$ cat src/rtl/simplebus_pkg.sv
// Shared definitions for the simplebus master.
// Holds the command and ack byte codes, the frame field sizes, the
// controller state encoding and a parity helper.
package simplebus_pkg;

   localparam logic [7:0] CMD_READ  = 8'h02;
   localparam logic [7:0] CMD_WRITE = 8'h03;
   localparam logic [7:0] READ_ACK  = 8'h82;
   localparam logic [7:0] WRITE_ACK = 8'h83;

   localparam int ADDR_BYTES      = 4;
   localparam int DATA_BYTES      = 8;
   localparam int READ_FRAME_LEN  = 1 + ADDR_BYTES;
   localparam int WRITE_FRAME_LEN = 1 + ADDR_BYTES + 1 + DATA_BYTES;

   typedef enum logic [2:0] {
      ST_IDLE     = 3'd0,
      ST_SEND     = 3'd1,
      ST_WAIT_RSP = 3'd2,
      ST_RECV     = 3'd3,
      ST_DONE     = 3'd4,
      ST_ERR      = 3'd5
   } state_t;

   // The bus uses odd parity: the parity bit is the XNOR of the data byte.
   function automatic logic parity_ok(input logic [7:0] b, input logic p);
      return p == ~^b;
   endfunction

endpackage

$ cat src/rtl/simplebus_rr_arbiter.sv
// Round-robin grant selection for the simplebus master.
// Ports:
//   req_valid  in  NUM_REQ  pending requests
//   last_grant in  GW       index of the most recently served requester
//   grant      out GW       first valid index searching upward from last_grant+1
//   any_valid  out 1        at least one request is pending
module simplebus_rr_arbiter #(
   parameter int NUM_REQ = 2,
   parameter int GW      = 1
) (
   input  logic [NUM_REQ-1:0] req_valid,
   input  logic [GW-1:0]      last_grant,
   output logic [GW-1:0]      grant,
   output logic               any_valid
);

   logic [GW-1:0] w_cand;

   // Walk the requesters starting just after the last winner; the last
   // candidate tried is last_grant itself, so a lone requester can win again.
   always_comb begin
      grant     = '0;
      any_valid = 1'b0;
      w_cand    = '0;
      for (int k = 1; k <= NUM_REQ; k++) begin
         w_cand = GW'((int'(last_grant) + k) % NUM_REQ);
         if (!any_valid && req_valid[w_cand]) begin
            any_valid = 1'b1;
            grant     = w_cand;
         end
      end
   end

endmodule

$ cat src/rtl/simplebus_master_arb.sv
// Master-side controller for the 8-bit odd-parity simplebus.
// Arbitrates round-robin between NUM_REQ requesters, serialises the granted
// request as a command frame, waits for the slave response and returns a
// one-cycle ack (with read data) or error pulse to the granted requester.
// Ports:
//   clk, resetb                      clock, asynchronous active-low reset
//   req_valid/we/addr/sel/wdata      per-requester request, packed per index
//   resp_ack, resp_err               one-cycle completion pulses
//   resp_rdata                       last completed read data
//   bus_out, bus_pty_out             byte and odd parity driven to the slave
//   bus_in, bus_pty_in               byte and parity from the slave
//   busy                             controller is not idle
module simplebus_master_arb #(
   parameter int NUM_REQ        = 2,
   parameter int TIMEOUT_CYCLES = 255
) (
   input  logic                    clk,
   input  logic                    resetb,
   input  logic [NUM_REQ-1:0]      req_valid,
   input  logic [NUM_REQ-1:0]      req_we,
   input  logic [32*NUM_REQ-1:0]   req_addr,
   input  logic [8*NUM_REQ-1:0]    req_sel,
   input  logic [64*NUM_REQ-1:0]   req_wdata,
   output logic [NUM_REQ-1:0]      resp_ack,
   output logic [NUM_REQ-1:0]      resp_err,
   output logic [63:0]             resp_rdata,
   output logic [7:0]              bus_out,
   output logic                    bus_pty_out,
   input  logic [7:0]              bus_in,
   input  logic                    bus_pty_in,
   output logic                    busy
);
   import simplebus_pkg::*;

   localparam int GW = (NUM_REQ > 1) ? $clog2(NUM_REQ) : 1;

   state_t               r_state;
   logic [GW-1:0]        r_grant, r_last_grant;
   logic                 r_we;
   logic [31:0]          r_addr;
   logic [7:0]           r_sel;
   logic [63:0]          r_wdata;
   logic [3:0]           r_idx;
   logic [7:0]           r_timer;
   logic [55:0]          r_shift;
   logic [63:0]          r_rdata;
   logic [7:0]           r_bus_out;
   logic [NUM_REQ-1:0]   r_resp_ack, r_resp_err;

   logic [31:0]          w_addr  [NUM_REQ];
   logic [7:0]           w_sel   [NUM_REQ];
   logic [63:0]          w_wdata [NUM_REQ];
   logic [GW-1:0]        w_grant;
   logic                 w_any;
   logic [NUM_REQ-1:0]   w_grant_oh;
   logic [7:0]           w_frame_byte;
   logic [1:0]           w_a_i;
   logic [2:0]           w_d_i;
   logic [3:0]           w_len;
   logic [7:0]           w_exp_ack;
   logic                 w_pty_ok;

   genvar gi;
   generate
      for (gi = 0; gi < NUM_REQ; gi++) begin : g_unpack
         assign w_addr[gi]  = req_addr[32*gi +: 32];
         assign w_sel[gi]   = req_sel[8*gi +: 8];
         assign w_wdata[gi] = req_wdata[64*gi +: 64];
      end
   endgenerate

   simplebus_rr_arbiter #(.NUM_REQ(NUM_REQ), .GW(GW)) u_arb (
      .req_valid  (req_valid),
      .last_grant (r_last_grant),
      .grant      (w_grant),
      .any_valid  (w_any)
   );

   assign w_grant_oh = NUM_REQ'(1) << r_grant;
   assign w_len      = r_we ? 4'(WRITE_FRAME_LEN) : 4'(READ_FRAME_LEN);
   assign w_exp_ack  = r_we ? WRITE_ACK : READ_ACK;
   assign w_pty_ok   = parity_ok(bus_in, bus_pty_in);

   // Frame byte r_idx: command, 4 address bytes, then (writes only) the
   // byte-select and 8 data bytes, each multi-byte field LSB first.
   always_comb begin
      w_a_i        = 2'(r_idx - 4'd1);
      w_d_i        = 3'(r_idx - 4'd6);
      w_frame_byte = 8'h00;
      if (r_idx == 4'd0)
         w_frame_byte = r_we ? CMD_WRITE : CMD_READ;
      else if (r_idx <= 4'd4)
         w_frame_byte = r_addr[{w_a_i, 3'b000} +: 8];
      else if (r_idx == 4'd5)
         w_frame_byte = r_sel;
      else
         w_frame_byte = r_wdata[{w_d_i, 3'b000} +: 8];
   end

   always_ff @(posedge clk or negedge resetb) begin
      if (!resetb) begin
         r_state      <= ST_IDLE;
         r_grant      <= '0;
         r_last_grant <= '0;
         r_we         <= 1'b0;
         r_addr       <= '0;
         r_sel        <= '0;
         r_wdata      <= '0;
         r_idx        <= '0;
         r_timer      <= '0;
         r_shift      <= '0;
         r_rdata      <= '0;
         r_bus_out    <= '0;
         r_resp_ack   <= '0;
         r_resp_err   <= '0;
      end else begin
         // Pulses are raised on entry to DONE/ERR and dropped the cycle after.
         r_resp_ack <= '0;
         r_resp_err <= '0;
         case (r_state)
            ST_IDLE: begin
               r_bus_out <= 8'h00;
               if (w_any) begin
                  r_grant <= w_grant;
                  r_we    <= req_we[w_grant];
                  r_addr  <= w_addr[w_grant];
                  r_sel   <= w_sel[w_grant];
                  r_wdata <= w_wdata[w_grant];
                  r_idx   <= '0;
                  r_state <= ST_SEND;
               end
            end
            ST_SEND: begin
               if (r_idx == w_len) begin
                  r_bus_out <= 8'h00;
                  r_timer   <= '0;
                  r_state   <= ST_WAIT_RSP;
               end else begin
                  r_bus_out <= w_frame_byte;
                  r_idx     <= r_idx + 4'd1;
               end
            end
            ST_WAIT_RSP: begin
               if (!w_pty_ok) begin
                  r_resp_err <= w_grant_oh;
                  r_state    <= ST_ERR;
               end else if (bus_in == 8'h00) begin
                  if (r_timer == 8'(TIMEOUT_CYCLES - 1)) begin
                     r_resp_err <= w_grant_oh;
                     r_state    <= ST_ERR;
                  end else begin
                     r_timer <= r_timer + 8'd1;
                  end
               end else if (bus_in == w_exp_ack) begin
                  if (r_we) begin
                     r_resp_ack <= w_grant_oh;
                     r_state    <= ST_DONE;
                  end else begin
                     r_idx   <= '0;
                     r_state <= ST_RECV;
                  end
               end else begin
                  r_resp_err <= w_grant_oh;
                  r_state    <= ST_ERR;
               end
            end
            ST_RECV: begin
               if (!w_pty_ok) begin
                  r_resp_err <= w_grant_oh;
                  r_state    <= ST_ERR;
               end else if (r_idx == 4'd7) begin
                  // Earlier bytes sit in r_shift with byte 0 at the bottom.
                  r_rdata    <= {bus_in, r_shift};
                  r_resp_ack <= w_grant_oh;
                  r_state    <= ST_DONE;
               end else begin
                  r_shift <= {bus_in, r_shift[55:8]};
                  r_idx   <= r_idx + 4'd1;
               end
            end
            ST_DONE, ST_ERR: begin
               r_last_grant <= r_grant;
               r_state      <= ST_IDLE;
            end
            default: r_state <= ST_IDLE;
         endcase
      end
   end

   assign resp_ack    = r_resp_ack;
   assign resp_err    = r_resp_err;
   assign resp_rdata  = r_rdata;
   assign bus_out     = r_bus_out;
   assign bus_pty_out = ~^r_bus_out;
   assign busy        = (r_state != ST_IDLE);

endmodule

$ cat config.mk
export PLATFORM = sky130hd
export DESIGN_NAME = simplebus_master_arb
export DESIGN_NICKNAME = d
export VERILOG_FILES = /design/src/rtl/simplebus_pkg.sv /design/src/rtl/simplebus_rr_arbiter.sv /design/src/rtl/simplebus_master_arb.sv
export SDC_FILE = /design/constraint.sdc
export NUM_CORES = 1
export LEC_CHECK = 0
export ABC_AREA = 1
export CAP_MARGIN = 20
export CORE_ASPECT_RATIO = 0.8
export CORE_MARGIN = 2
export CORE_UTILIZATION = 45
export DETAILED_ROUTE_END_ITERATION = 7
export PLACE_DENSITY = 0.76
export SLEW_MARGIN = 20
export SYNTH_ARGS = -nofsm -noshare
export SYNTH_HDL_FRONTEND = slang
export SYNTH_SLANG_ARGS = --single-unit
$ cat constraint.sdc
create_clock -name clk -period 2.09 [get_ports clk]
set_input_delay 0.3135 -clock clk [delete_from_list [all_inputs] [get_ports clk]]
set_output_delay 0.3135 -clock clk [all_outputs]
set_load 0.01 [all_outputs]
==> impl_metrics.env, run 1 <==
export IMPL_run_status="complete, no violations"
export IMPL_synth_simple_area_share=0.1744
export IMPL_crit_fanout=3
export IMPL_area_growth_pct=35.16
export IMPL_placed_cell_area_um2=16330
export IMPL_synth_most_common_cell="nand2_1"
export IMPL_drc=0
export IMPL_ios=301
export IMPL_dr_pass1_iters=5
export IMPL_fin_tns_setup_ns=0
export IMPL_leakagePower_nw=7.868
export IMPL_die_w_um=192.4
export IMPL_synth_seq_cells=254
export IMPL_worstHoldPathType="input port to flip-flop"
export IMPL_cp_start_kind="flip-flop"
export IMPL_vias=11370
export IMPL_fp_row_count=55
export IMPL_clkLatencyLatePin_ns=0.53
export IMPL_synth_compound_area_share=0.2034
export IMPL_synth_top_area_share=0.4976
export IMPL_stdcell_area_um2=17260
export IMPL_die_area_um2=29760
export IMPL_grt_use_total=0.2422
export IMPL_async_flop_share=1.000
export IMPL_final_antenna_net_count=0
export IMPL_worst_r2r_startpoint="r_idx[1]$_DFFE_PN0P_"
export IMPL_finalMaxSlewViolations=0
export IMPL_drive_above_1_share=0.1035
export IMPL_initial_core_util=0.4549
export IMPL_required_ns=1.78
export IMPL_synth_edff_count=0
export IMPL_cts_root_buf="clkbuf_16"
export IMPL_dp_hpwl_mm=26.79
export IMPL_hp_start="req_valid[1]"
export IMPL_arrival_ns=1.65
export IMPL_tightest_slew_ns=0.6073
export IMPL_coreArea_um2=28080
export IMPL_worstSetupStartpoint="bus_out[1]$_DFFE_PN0P_"
export IMPL_synth_top_flop_cell="dfrtp_1"
export IMPL_gp_congestion=0.8809
export IMPL_first_iter_violations=825
export IMPL_end_kind="output port"
export IMPL_routed_via_density=5.146
export IMPL_cts_made_buffers=26
export IMPL_finish_utilization=0.6149
export IMPL_synth_xor_area_frac=0.009599
export IMPL_wirelength_mm=36.06
export IMPL_ys_top_cells_by_count="nand2_1, dfrtp_1, inv_1"
export IMPL_yosysSeqAreaShare=0.4976
export IMPL_period_minus_slack_ns=1.963
export IMPL_antenna_found_initial=2
export IMPL_clockBufferDepth=3
export IMPL_cts_tree="done"
export IMPL_p_per_area_nw_per_um2=1128
export IMPL_netlist_instances=1529
export IMPL_htree_levels=1
export IMPL_synth_area_leader_cell="dfrtp_1"
export IMPL_max_cap_violations=0
export IMPL_register_area_um2=6357
export IMPL_grt_pass1_wl_mm=57.50
export IMPL_whs_ns=0.1793
export IMPL_first_global_vias=10980
export IMPL_layout_worst_path_cycle_share=0.9391
export IMPL_hold_viol=0
export IMPL_fin_nets=2050
export IMPL_synth_area_top_cells="dfrtp_1, nand2_1, inv_1, o21ai_0, o21ai_2"
export IMPL_setup_viol=0
export IMPL_ir_drop_v=0.0006200
export IMPL_multiInputGateArea_um2=5135
export IMPL_skew_ns=0.009217
export IMPL_rsz0062_at_grt="false"
export IMPL_synth_top_family_by_area="compound AO/OA/AOI/OAI gates"
export IMPL_portBuffers=300
export IMPL_relSlewSlack=0.5951
export IMPL_wl_per_cell_um=16.32
export IMPL_synthDistinctLibCells=32
export IMPL_netlist_area_um2=12770
export IMPL_num_fill_cells=2359
export IMPL_numClockSinks=254
export IMPL_grt_max_degree=111
export IMPL_syn_nets=1763
export IMPL_die_height_um=154.7
export IMPL_ys_warnings_count=0
export IMPL_synth_avg_cell_area_um2=8.354
export IMPL_max_freq_mhz=509.5
export IMPL_clk_pin_slew_ns=0.07
export IMPL_grt_ovfl_total=0
export IMPL_worst_setup_path_type="flip-flop to output port"
export IMPL_synth_fa_ha_area_frac=0.01077
export IMPL_synth_mux_area_frac=0
## repair_timing
item / 4_1_cts / 5_1_grt
resized for setup: 5 / 5
hold buffers: 1 / 0
setup endpoints to repair: 4 / 5
cloned: 0 / 0
buffers inserted: 0 / 0
hold endpoints to repair: 67 / 0
## cells in the final DEF (no fill, tap or decap), drive strengths merged
cell type,instances
buf,56
nor3,4
inv,207
nand3b,1
clkinvlp,3
or2,2
dfrtp,254
o211ai,63
ha,11
nand3,63
nand4,15
dlygate4sd3,1
dlygate4sd2,1
clkbuf,37
xor2,8
nand2,359
diode,3
a21oi,85
xnor2,6
nor2,88
clkdlybuf4s50,296
bufinv,3
o21ai,213
clkinv,4
o31ai,56
## final cells by class
class,instances,share of cell area
Sequential cell,254,0.3682
Multi-Input combinational cell,974,0.2974
Clock inverter,12,0.008842
Inverter,205,0.04486
Timing Repair Buffer,355,0.2100
Clock buffer,36,0.04341
Antenna cell,3,0.0004348
Tap cell,370,0.02682
## per-stage QoR
stage | total power, mW | std cells | setup WS, ns
after global routing | 20.87 | 2207 | 0.002630
after detailed placement | 14.68 | 2157 | -0.3241
after global placement | 14.48 | 2157 | -0.2726
final | 19.48 | 2209 | 0.1274
after floorplan | 11.96 | 1529 | 0.2899
after CTS | 19.58 | 2206 | 0.003797
## registers in the layout, indices dropped and copies added, names as in the netlist, 2 cells and up
register,count
resp_err,2
r_shift,56
r_state,3
bus_out,8
r_wdata,64
r_idx,4
r_addr,32
resp_ack,2
r_timer,8
resp_rdata,64
r_sel,8
## where the power goes
group          internal, mW  total, mW  switching [mW]
clock network          2.89       4.87            1.98
registers              6.48       7.41           0.931
logic                  2.79       7.21            4.41
## kinds of logic after synthesis
logic type,count (synthesis)
AO/OA/AOI/OAI,417
XOR/XNOR,14
adder cells (fa/ha/maj),11
buffers and inverters,301
flip-flops,254
AND/OR/NAND/NOR,532
## layer usage
layer / track usage / routed length (µm) / vias up
li1: - / - / 5607
met1: 0.3364 / 15800 / 5315
met2: 0.3895 / 16870 / 385
met3: 0.04674 / 2489 / 60
met4: 0.06325 / 890 / 0
met5: 0 / 0 / -
## critical path, stage by stage, from the launching register on
cell and delay, ns:
dfrtp_1 0.42, xor2_1 0.21, xor2_1 0.21, xnor2_1 0.14, clkbuf_2 0.15
## path summary, 6_finish.rpt
kind	to	slack, ns	cells after the start
max in group asynchronous	r_shift[0]$_DFFE_PN0P_	1.05	3
max	bus_pty_out	0.13	4
max reg2reg	bus_out[1]$_DFFE_PN0P_	0.17	10
min	r_grant$_DFFE_PN0P_	0.18	3
min in group asynchronous	resp_rdata[31]$_DFFE_PN0P_	0.37	2
min reg2reg	resp_rdata[31]$_DFFE_PN0P_	0.48	2
No activity file was read; power rests on OpenSTA's default activity.
==> inputs of run 2 (changes only) <==
- HOLD_SLACK_MARGIN: unset -> 0.15
==> results of run 2 <==
Same layout as run 1: the final DEF is identical, and so are final timing and power.
==> inputs of run 3 (changes only) <==
- CTS_BUF_LIST: unset -> sky130_fd_sc_hd__clkbuf_8
==> run 3 against run 2 <==
Effect of this change:
- power fell by 2.4%
- maximum frequency rose by 0.16%
- die area did not move
- wire length barely moved
- clock power fell by 9.7%
- sequential share of layout area rose by 0.074 points
- register-to-register slack improved by 0.03 ns
- cell count rose by 1.2%
- clock skew rose by 0.023 ns
- critical path type unchanged
==> impl_metrics.env, run 3 (synthesized netlist as in run 1, its figures left out) <==
export IMPL_worstSetupEndpoint="bus_pty_out"
export IMPL_worstSetupStartpoint="bus_out[7]$_DFFE_PN0P_"
export IMPL_worstHoldPathType="input port to asynchronous set/reset pin"
export IMPL_r2r_cells=10
export IMPL_clk_pin_slew_ns=0.06
export IMPL_numClockSinks=254
export IMPL_reg2reg_slack_ns=0.20
export IMPL_ir_drop_v=0.0005868
export IMPL_cts_root_buf="clkbuf_8"
export IMPL_crit_fanout=3
export IMPL_cts_made_buffers=42
export IMPL_leakagePower_nw=7.926
export IMPL_grt_use_total=0.2434
export IMPL_layout_commonest_cell="nand2_1"
export IMPL_max_freq_mhz=510.3
export IMPL_finish_utilization=0.6138
export IMPL_drc=0
export IMPL_routed_via_density=5.078
export IMPL_ios=301
export IMPL_max_cap_violations=0
export IMPL_skew_ns=0.03190
export IMPL_dp_hpwl_mm=26.79
export IMPL_grt_max_degree=111
export IMPL_setup_viol=0
export IMPL_relSlewSlack=0.5941
export IMPL_fin_nets=2068
export IMPL_grt_ovfl_total=0
export IMPL_end_kind="output port"
export IMPL_most_common_layout_cells="nand2_1, clkdlybuf4s50_1, dfrtp_1"
export IMPL_first_global_vias=11040
export IMPL_p_per_area_nw_per_um2=1103
export IMPL_tightest_slew_ns=0.6088
export IMPL_worst_setup_path_type="flip-flop to output port"
export IMPL_run_status="complete, no violations"
export IMPL_antenna_found_initial=2
export IMPL_dr_pass1_iters=5
export IMPL_coreArea_um2=28080
export IMPL_initial_core_util=0.4549
export IMPL_fp_row_count=55
export IMPL_layout_setup_ws_ns=0.1305
export IMPL_die_area_um2=29760
export IMPL_required_ns=1.78
export IMPL_preCtsSetupSlack_ns=-0.3241
export IMPL_period_minus_slack_ns=1.959
export IMPL_wirelength_mm=36.07
export IMPL_area_growth_pct=34.91
export IMPL_drive_above_1_share=0.1132
export IMPL_arrival_ns=1.65
export IMPL_die_height_um=154.7
export IMPL_clkLatencyLatePin_ns=0.56
export IMPL_final_antenna_net_count=0
export IMPL_finalMaxSlewViolations=0
export IMPL_worst_r2r_startpoint="r_idx[1]$_DFFE_PN0P_"
export IMPL_wl_per_cell_um=16.13
export IMPL_p_total_mw=19.01
export IMPL_r2r_end="bus_out[1]$_DFFE_PN0P_"
export IMPL_cp_start_kind="flip-flop"
export IMPL_layout_worst_path_cycle_share=0.9375
export IMPL_cts_tree="done"
export IMPL_clockBufferDepth=3
export IMPL_num_fill_cells=2374
export IMPL_die_w_um=192.4
export IMPL_hold_viol=0
export IMPL_vias=11360
export IMPL_first_iter_violations=817
export IMPL_portBuffers=300
export IMPL_gp_congestion=0.8809
export IMPL_htree_levels=2
export IMPL_grt_pass1_wl_mm=57.49
==> run 3: cell types whose count changed in the layout (fill, tap and decap cells not counted), sizes merged <==
| cell | change |
|---|---|
| clkbuf | +13 |
| buf | +2 |
| clkinvlp | -2 |
| diode | -1 |
| inv | +10 |
| dlygate4sd3 | +1 |
| bufinv | -2 |
| clkinv | +6 |
==> run 3: repair_timing <==
| item | 4_1_cts | 5_1_grt |
|---|---|---|
| pin swaps | 0 | 2 |
| buffers inserted | 0 | 1 |
| resized for setup | 7 | 5 |
| hold buffers | 2 | 0 |
| hold endpoints to repair | 68 | 0 |
| setup endpoints to repair | 4 | 4 |
==> run 3: worst min path at each step <==
stage,end,slack (ns),depth (start not counted)
after detailed placement,resp_rdata[31]$_DFFE_PN0P_,0.35,1
after global routing,r_wdata[7]$_DFFE_PN0P_,0.36,3
after floorplan,bus_out[0]$_DFFE_PN0P_,0.02,0
after global placement,resp_rdata[28]$_DFFE_PN0P_,0.34,1
after CTS,resp_rdata[31]$_DFFE_PN0P_,0.33,2
final,resp_rdata[31]$_DFFE_PN0P_,0.33,2
==> run 3: critical path: stages, from the launching register on <==
cell,delay [ns]
dfrtp_2,0.44
xnor2_2,0.18
xor2_1,0.19
xnor2_1,0.13
buf_2,0.15
==> run 3: report_power, final <==
group / switching [mW] / internal [mW] / leakage, nW
Combinational: 4.40 / 2.80 / 4.14
Clock: 2.07 / 2.33 / 0.486
Sequential: 0.928 / 6.48 / 3.30
==> run 3: final cells by class <==
| class | count | area, µm² | share of cell area |
|---|---|---|---|
| tap | 370 | 462.9 | 0.02686 |
| antenna | 2 | 5.005 | 0.0002904 |
| clock buffer | 50 | 688.2 | 0.03993 |
| multi-input combinational | 974 | 5135 | 0.2980 |
| inverter | 205 | 774.5 | 0.04494 |
| timing repair buffer | 357 | 3642 | 0.2114 |
| clock inverter | 24 | 166.4 | 0.009657 |
| sequential | 254 | 6359 | 0.3690 |
==> run 3: through the flow <==
step | cells | setup TNS (ns) | hold slack (ns) | instance area [µm²]
6_report | 2236 | 0 | 0.3297 | 17230
5_1_grt | 2235 | -0.01264 | 0.3633 | 17230
4_1_cts | 2233 | 0 | 0.3257 | 17220
3_5_place_dp | 2157 | -33.93 | 0.3523 | 16330
3_3_place_gp | 2157 | -31.17 | 0.3395 | 16330
2_1_floorplan | 1529 | 0 | 0.01791 | 12770
==> run 3: metal layers <==
layer  vias to the layer above  global-route usage  part of all wire  wire length (µm)
li1                       5619                   -                 -                 -
met1                      5283              0.3382              0.44             15840
met2                       383              0.3864              0.46             16710
met3                        70             0.04969             0.071              2565
met4                         0             0.07016             0.026               950
met5                         -                   0                 0                 0
